`config.mk`:
```
export PLATFORM = sky130hd
export DESIGN_NAME = bus_arbiter_flat
export DESIGN_NICKNAME = d
export VERILOG_FILES = /design/src/rtl/bus_arbiter_pkg.sv /design/src/rtl/bus_arbiter_if.sv /design/src/rtl/bus_arbiter_rr_pick.sv /design/src/rtl/bus_arbiter.sv /design/src/flat_wrapper.sv
export SDC_FILE = /design/constraint.sdc
export NUM_CORES = 1
export LEC_CHECK = 0
export CORE_MARGIN = 10
export CORE_UTILIZATION = 32
export CTS_CLUSTER_SIZE = 10
export DETAILED_ROUTE_END_ITERATION = 16
export GPL_TIMING_DRIVEN = 0
export PLACE_DENSITY = 0.87
export SYNTH_ARGS = -nofsm -noshare
export SYNTH_HDL_FRONTEND = slang
export SYNTH_SLANG_ARGS = --single-unit
```
`constraint.sdc`:
```
create_clock -name i_clk -period 1.3 [get_ports i_clk]
set_input_delay 0.13 -clock i_clk [delete_from_list [all_inputs] [get_ports i_clk]]
set_output_delay 0.13 -clock i_clk [all_outputs]
set_load 0.02 [all_outputs]
```
`src/rtl/bus_arbiter_pkg.sv`:
```
// Shared types and constants for the simple-bus arbiter.
package arvi_bus_pkg;

    localparam int BYTE_EN_W = 4;
    localparam int BUS_XLEN  = 32;

    typedef enum logic {
        IDLE,
        BUSY
    } arb_state_e;

    // One registered bus request as presented on the shared bus.
    typedef struct packed {
        logic                 wr_en;
        logic [BUS_XLEN-1:0]  addr;
        logic [BUS_XLEN-1:0]  wr_data;
        logic [BYTE_EN_W-1:0] byte_en;
    } bus_req_t;

endpackage

```
`src/rtl/bus_arbiter_if.sv`:
```
// Per-master request/response lanes plus the shared slave bus.
interface bus_arbiter_if #(
    parameter int N_MASTERS = 2,
    parameter int XLEN      = 32
);
    import arvi_bus_pkg::*;

    logic [N_MASTERS-1:0]           i_m_bus_en;
    logic [N_MASTERS-1:0]           i_m_wr_en;
    logic [N_MASTERS*XLEN-1:0]      i_m_addr;
    logic [N_MASTERS*XLEN-1:0]      i_m_wr_data;
    logic [N_MASTERS*BYTE_EN_W-1:0] i_m_byte_en;
    logic [N_MASTERS-1:0]           o_m_ack;
    logic [N_MASTERS-1:0]           o_m_err;
    logic [XLEN-1:0]                o_m_rd_data;
    logic                           o_bus_en;
    logic                           o_wr_en;
    logic [XLEN-1:0]                o_addr;
    logic [XLEN-1:0]                o_wr_data;
    logic [BYTE_EN_W-1:0]           o_byte_en;
    logic                           i_ack;
    logic [XLEN-1:0]                i_rd_data;
    logic [$clog2(N_MASTERS)-1:0]   o_grant;

    // Arbiter view: it masters the shared bus on behalf of the requesters.
    modport master (
        input  i_m_bus_en, i_m_wr_en, i_m_addr, i_m_wr_data, i_m_byte_en,
        output o_m_ack, o_m_err, o_m_rd_data,
        output o_bus_en, o_wr_en, o_addr, o_wr_data, o_byte_en, o_grant,
        input  i_ack, i_rd_data
    );

    // Environment view: requesting masters and the bus slave.
    modport slave (
        output i_m_bus_en, i_m_wr_en, i_m_addr, i_m_wr_data, i_m_byte_en,
        input  o_m_ack, o_m_err, o_m_rd_data,
        input  o_bus_en, o_wr_en, o_addr, o_wr_data, o_byte_en, o_grant,
        output i_ack, i_rd_data
    );

endinterface

```
`src/rtl/bus_arbiter_rr_pick.sv`:
```
// Round-robin selector: first set request bit strictly after ptr, with wrap.
module rr_pick #(
    parameter int N_MASTERS = 2
) (
    input  logic [N_MASTERS-1:0]         req,
    input  logic [$clog2(N_MASTERS)-1:0] ptr,
    output logic                         valid,
    output logic [$clog2(N_MASTERS)-1:0] idx
);
    localparam int unsigned N_U   = N_MASTERS;
    localparam int          IDX_W = $clog2(N_MASTERS);

    // Scan ptr+1 .. ptr+N modulo N; the first hit wins.
    always_comb begin
        int unsigned k;
        valid = 1'b0;
        idx   = '0;
        k     = 0;
        for (int unsigned i = 1; i <= N_U; i++) begin
            k = (32'(ptr) + i) % N_U;
            if (!valid && req[k]) begin
                valid = 1'b1;
                idx   = IDX_W'(k);
            end
        end
    end

endmodule

```
`src/rtl/bus_arbiter.sv`:
```
// Round-robin arbiter sharing one simple memory bus among N masters,
// with a watchdog that aborts transactions the slave never acknowledges.
module bus_arbiter
    import arvi_bus_pkg::*;
#(
    parameter int N_MASTERS = 2,
    parameter int XLEN      = 32,
    parameter int TIMEOUT   = 256
) (
    input logic            i_clk,
    input logic            i_rst,
    bus_arbiter_if.master  bus
);
    localparam int IDX_W = $clog2(N_MASTERS);
    localparam int CNT_W = (TIMEOUT > 1) ? $clog2(TIMEOUT) : 1;
    localparam logic [CNT_W-1:0] CNT_LAST = (TIMEOUT > 0) ? CNT_W'(TIMEOUT - 1) : '0;

    // The registered request uses the package struct, whose width is fixed.
    if (XLEN != BUS_XLEN) begin : g_xlen_check
        $error("bus_arbiter: XLEN must equal arvi_bus_pkg::BUS_XLEN");
    end

    arb_state_e         state_q, state_d;
    bus_req_t           req_q, req_d;
    logic               bus_en_q, bus_en_d;
    logic [IDX_W-1:0]   grant_q, grant_d;
    logic [IDX_W-1:0]   ptr_q, ptr_d;
    logic [CNT_W-1:0]   cnt_q, cnt_d;
    logic               pick_valid;
    logic [IDX_W-1:0]   pick_idx;
    logic               timeout;

    rr_pick #(.N_MASTERS(N_MASTERS)) u_pick (
        .req   (bus.i_m_bus_en),
        .ptr   (ptr_q),
        .valid (pick_valid),
        .idx   (pick_idx)
    );

    assign timeout = (TIMEOUT != 0) && (cnt_q == CNT_LAST);

    // State register, bus output registers, round-robin pointer and watchdog.
    always_ff @(posedge i_clk or negedge i_rst) begin
        if (!i_rst) begin
            state_q  <= IDLE;
            req_q    <= '0;
            bus_en_q <= 1'b0;
            grant_q  <= '0;
            ptr_q    <= IDX_W'(N_MASTERS - 1);
            cnt_q    <= '0;
        end else begin
            state_q  <= state_d;
            req_q    <= req_d;
            bus_en_q <= bus_en_d;
            grant_q  <= grant_d;
            ptr_q    <= ptr_d;
            cnt_q    <= cnt_d;
        end
    end

    // Next-state: grant in IDLE, hold the bus frozen in BUSY until ack or timeout.
    always_comb begin
        state_d  = state_q;
        req_d    = req_q;
        bus_en_d = bus_en_q;
        grant_d  = grant_q;
        ptr_d    = ptr_q;
        cnt_d    = cnt_q;
        unique case (state_q)
            IDLE: begin
                bus_en_d = 1'b0;
                cnt_d    = '0;
                if (pick_valid) begin
                    req_d.wr_en   = bus.i_m_wr_en[pick_idx];
                    req_d.addr    = bus.i_m_addr[int'(pick_idx)*XLEN +: XLEN];
                    req_d.wr_data = bus.i_m_wr_data[int'(pick_idx)*XLEN +: XLEN];
                    req_d.byte_en = bus.i_m_byte_en[int'(pick_idx)*BYTE_EN_W +: BYTE_EN_W];
                    bus_en_d      = 1'b1;
                    grant_d       = pick_idx;
                    state_d       = BUSY;
                end
            end
            BUSY: begin
                cnt_d = cnt_q + 1'b1;
                if (bus.i_ack || timeout) begin
                    bus_en_d    = 1'b0;
                    req_d.wr_en = 1'b0;
                    ptr_d       = grant_q;
                    state_d     = IDLE;
                end
            end
            default: state_d = IDLE;
        endcase
    end

    // Outputs: ack/err decoded from state, bus driven from registers.
    always_comb begin
        bus.o_m_ack     = '0;
        bus.o_m_err     = '0;
        bus.o_m_rd_data = bus.i_rd_data;
        bus.o_bus_en    = bus_en_q;
        bus.o_wr_en     = req_q.wr_en;
        bus.o_addr      = req_q.addr;
        bus.o_wr_data   = req_q.wr_data;
        bus.o_byte_en   = req_q.byte_en;
        bus.o_grant     = grant_q;
        if (state_q == BUSY) begin
            // Ack takes precedence over a coincident watchdog expiry.
            if (bus.i_ack) begin
                bus.o_m_ack[grant_q] = 1'b1;
            end else if (timeout) begin
                bus.o_m_err[grant_q] = 1'b1;
            end
        end
    end

endmodule

```
`src/flat_wrapper.sv`:
```
// flat-port wrapper written by rule: the top's interface ports become plain ports
module bus_arbiter_flat import arvi_bus_pkg::*;
#(
    parameter int N_MASTERS = 2,
    parameter int XLEN      = 32,
    parameter int TIMEOUT   = 256
)
  (i_clk, i_rst, bus_i_m_bus_en, bus_i_m_wr_en, bus_i_m_addr, bus_i_m_wr_data, bus_i_m_byte_en, bus_o_m_ack, bus_o_m_err, bus_o_m_rd_data, bus_o_bus_en, bus_o_wr_en, bus_o_addr, bus_o_wr_data, bus_o_byte_en, bus_o_grant, bus_i_ack, bus_i_rd_data);
  bus_arbiter_if #(.N_MASTERS(N_MASTERS), .XLEN(XLEN)) bus_i ();
  input logic i_clk;
  input logic i_rst;
  input wire logic [$bits(bus_i.i_m_bus_en)-1:0] bus_i_m_bus_en;
  input wire logic [$bits(bus_i.i_m_wr_en)-1:0] bus_i_m_wr_en;
  input wire logic [$bits(bus_i.i_m_addr)-1:0] bus_i_m_addr;
  input wire logic [$bits(bus_i.i_m_wr_data)-1:0] bus_i_m_wr_data;
  input wire logic [$bits(bus_i.i_m_byte_en)-1:0] bus_i_m_byte_en;
  output wire logic [$bits(bus_i.o_m_ack)-1:0] bus_o_m_ack;
  output wire logic [$bits(bus_i.o_m_err)-1:0] bus_o_m_err;
  output wire logic [$bits(bus_i.o_m_rd_data)-1:0] bus_o_m_rd_data;
  output wire logic [$bits(bus_i.o_bus_en)-1:0] bus_o_bus_en;
  output wire logic [$bits(bus_i.o_wr_en)-1:0] bus_o_wr_en;
  output wire logic [$bits(bus_i.o_addr)-1:0] bus_o_addr;
  output wire logic [$bits(bus_i.o_wr_data)-1:0] bus_o_wr_data;
  output wire logic [$bits(bus_i.o_byte_en)-1:0] bus_o_byte_en;
  output wire logic [$bits(bus_i.o_grant)-1:0] bus_o_grant;
  input wire logic [$bits(bus_i.i_ack)-1:0] bus_i_ack;
  input wire logic [$bits(bus_i.i_rd_data)-1:0] bus_i_rd_data;
  assign bus_i.i_m_bus_en = bus_i_m_bus_en;
  assign bus_i.i_m_wr_en = bus_i_m_wr_en;
  assign bus_i.i_m_addr = bus_i_m_addr;
  assign bus_i.i_m_wr_data = bus_i_m_wr_data;
  assign bus_i.i_m_byte_en = bus_i_m_byte_en;
  assign bus_o_m_ack = bus_i.o_m_ack;
  assign bus_o_m_err = bus_i.o_m_err;
  assign bus_o_m_rd_data = bus_i.o_m_rd_data;
  assign bus_o_bus_en = bus_i.o_bus_en;
  assign bus_o_wr_en = bus_i.o_wr_en;
  assign bus_o_addr = bus_i.o_addr;
  assign bus_o_wr_data = bus_i.o_wr_data;
  assign bus_o_byte_en = bus_i.o_byte_en;
  assign bus_o_grant = bus_i.o_grant;
  assign bus_i.i_ack = bus_i_ack;
  assign bus_i.i_rd_data = bus_i_rd_data;
  bus_arbiter #(.N_MASTERS(N_MASTERS), .XLEN(XLEN), .TIMEOUT(TIMEOUT)) u_core (.i_clk(i_clk), .i_rst(i_rst), .bus(bus_i));
endmodule
```
==> metrics <==
Worst setup EP type=primary output; final period utilization=119%; H-tree levels=3; number of global-route vias before repair=about 4500; Synth async-reset ratio=100%; startpoint types=flop; nets=849; vias per cell=4.62; share of cells above drive strength 1=between 10% and 20%; Critical Path AT=roughly 1400 ps; drt wl/cell=around 18 µm; post-route minimum period=around 1500 ps; Synth Net Count=around 570; WS Path Type=flop to primary output; Peak VDD IR=a little under 700 µV; CP cell instances=ha_4, nand3_4, nor2_4, and3_4, buf_6; post-route setup slack=-243 ps; Slew Viols, Final=0; Crit Path Max Fanout=3; sequential area share after synthesis=between 40% and 50%; Die ar.=0.0177 mm²; slowest stage cell, crit path=dfrtp_1; Hold WC Path Type=primary input to asynchronous set/reset pin; Post-synth top flop=dfrtp_1; CTS Buf Count=9; top-level port count=about 280; RR Endpoint=u_core.bus.o_addr[26]$_DFFE_PN0P_; initial detailed-routing violation count=between 100 and 150; grt ovf=0; post-DP HPWL=12200 µm; Tot GR Track Use=between 15 and 20%; TritonCTS sink count=81; Initial Util=between 30% and 40%; wirelength, routed=between 15000 and 20000 µm; # Max-Cap Violations=0; post-synthesis area per instance=approximately 10 µm²; Post-synth EDFFs=0; area growth from synthesis to layout=85.0%; max incr delay on CP=400 ps; r2r setup slk=-170 ps; Hold Fails Final Rpt=0; global-route wire length before repair=around 24000 µm; Max Clk Rate=0.648 GHz; initial antenna violation count=1; Final Cell Area=about 0.0076 mm²; Pleak=0.00345 µW; clock skew=approximately 6.4 ps; clock-pin transition on the worst setup and hold timing paths=about 60 ps; Die Wd=between 100 and 150 µm; failing checks=setup timing; Tightest Pin Transition=514 ps; Cell variety after synth=35; I/O Buffers=around 250; RSZ-0062 raised after global routing=yes; Yosys warning total=0; Finished Layout Cells=roughly 850; Cells after Synth=390; routed via count=3922; CTS tree=done; Worst R2R Start=u_core.ptr_q$_DFFE_PN1P_; gp weighted congestion=between 0.7 and 0.8; final antenna-violating net count=0; clk_lat worst skew=between 300 and 400 ps; CORE AREA=roughly 0.013 mm²; die height=between 100 and 150 µm; largest net degree at the start of global routing=between 40 and 50; CP delay by family, top=flip-flops; dpl cells=812; Root Buffer=clkbuf_16; Worst Path Required=1170 ps; Max transition margin=around 66%; first-pass iteration count of the detailed router=4; Netlist Area Pre-Place=roughly 0.0041 mm²; DP Area=just under 0.007 mm²; Site Rows=41; final setup fails=75; Bufs and invs on worst path=1; DRC errors left=0; Power per Cell Area=around 1600 mW/mm²; clock tree buffer depth=2; CP Launch Point=u_core.cnt_q[1]$_DFF_PN0_; status=complete, but fails checks; antenna cells=0; Seq cells post-synth=between 80 and 90; Worst Reg-to-Reg Cells=6; CP Depth=5
==> kinds of logic (layout without fill, tap and decap cells) <==
logic type                 count (synthesis)  count (layout)  synth area share [%]
buffers and inverters                     58             345                  11.6
and+or+nand+nor                           95              95                  9.75
DFF                                       81              81                  49.7
xor gates and xnor gates                   3               3                 0.644
AOI/OAI and AO/OA                         83              83                  11.1
muxes                                     69              69                  16.9
adders and majority gates                  1               1                 0.306
==> placed cells by master, fill, tap and decap left out, types with 5 or more instances in the layout <==
| cell | Yosys | final |
|---|---|---|
| buf_12 | 7 | 12 |
| buf_16 | 0 | 5 |
| buf_4 | 33 | 49 |
| clkbuf_16 | 0 | 9 |
| clkbuf_2 | 1 | 9 |
| clkdlybuf4s50_1 | 0 | 171 |
| dfrtp_1 | 80 | 76 |
| dlygate4sd2_1 | 0 | 72 |
| mux2i_1 | 68 | 53 |
| mux2i_2 | 0 | 10 |
| mux2i_4 | 0 | 5 |
| nand2_1 | 73 | 73 |
| nor2_1 | 6 | 5 |
| o21ai_1 | 68 | 65 |
==> routing by layer <==
metal  track usage [%]  vias up  routed length [µm]
li1                  -     1875                   -
met1              17.4     1840                5840
met2              30.5      177                8240
met3              5.83       28                1170
met4              6.42        2                 361
met5                 0        -                  13
==> per-stage QoR <==
step / hold slack [ps] / setup WS (ps) / util, % / total power (µW) / TNS, ps
global route: 389 / -310 / 60.1 / 13100 / -9390
finish: 326 / -243 / 60.1 / 12400 / -4600
global placement: 442 / -2610 / 54.1 / 9780 / -243550
floorplan: -166 / 13.8 / - / 6900 / 0
detailed placement: 131 / -589 / 54.2 / 9960 / -35880
CTS: 340 / -267 / 59.4 / 12400 / -7290
==> flip-flops by register name (all words and copies together) (netlist names) <==
register / cells
u_core.bus.o_byte_en: 4
u_core.ptr_q: 1
u_core.bus.o_bus_en: 1
u_core.cnt_q: 8
u_core.bus.o_addr: 32
u_core.state_q: 1
u_core.bus.o_wr_data: 32
u_core.bus.o_grant: 1
u_core.bus.o_wr_en: 1
==> worst max path at each step <==
stage | slack, ps | to
after CTS | -270 | bus_o_m_err[0]
final | -240 | bus_o_m_err[1]
after floorplan | 10 | u_core.bus.o_wr_en$_DFFE_PN0P_
after global routing | -310 | bus_o_m_err[1]
after global placement | -2610 | u_core.bus.o_wr_data[19]$_DFFE_PN0P_
after detailed placement | -590 | bus_o_m_err[1]
==> where the power goes <==
part	internal, µW	total, µW	switching (µW)
Sequential	3470	4020	552
Combinational	2660	5800	3130
Clock	1580	2550	968
==> final cells by class <==
class / instances / area (µm²)
buffer: 55 / 500
inverter: 2 / 7.51
clock inverter: 3 / 40.0
tap: 172 / 215
timing repair buffer: 273 / 2730
fill: 1034 / 5010
sequential: 81 / 2030
clock buffer: 12 / 256
multi-input combinational: 251 / 1780
==> Yosys cell counts (2+ instances only) <==
| master | number | share of area, % |
|---|---|---|
| a21oi_1 | 3 | 0.37 |
| and3_1 | 2 | 0.31 |
| buf_12 | 7 | 3.4 |
| buf_2 | 2 | 0.25 |
| buf_4 | 33 | 6.1 |
| buf_6 | 2 | 0.55 |
| clkbuf_1 | 11 | 1.0 |
| dfrtp_1 | 80 | 49 |
| mux2i_1 | 68 | 17 |
| nand2_1 | 73 | 6.7 |
| nand3_1 | 5 | 0.61 |
| nor2_1 | 6 | 0.55 |
| o211ai_1 | 2 | 0.37 |
| o21ai_0 | 5 | 0.61 |
| o21ai_1 | 68 | 8.3 |
| or3_1 | 3 | 0.46 |
| xor2_1 | 2 | 0.43 |
==> repair_timing <==
action | 4_1_cts | 5_1_grt
cloned | 8 | 0
pin swaps | 8 | 14
setup buffers | 13 | 5
gates resized for setup | 129 | 41
endpoints found under the setup margin | 147 | 77
endpoints found under the hold margin | 37 | 0
hold buffers | 1 | 0
Note: power is estimated with default switching activity, not from simulation.
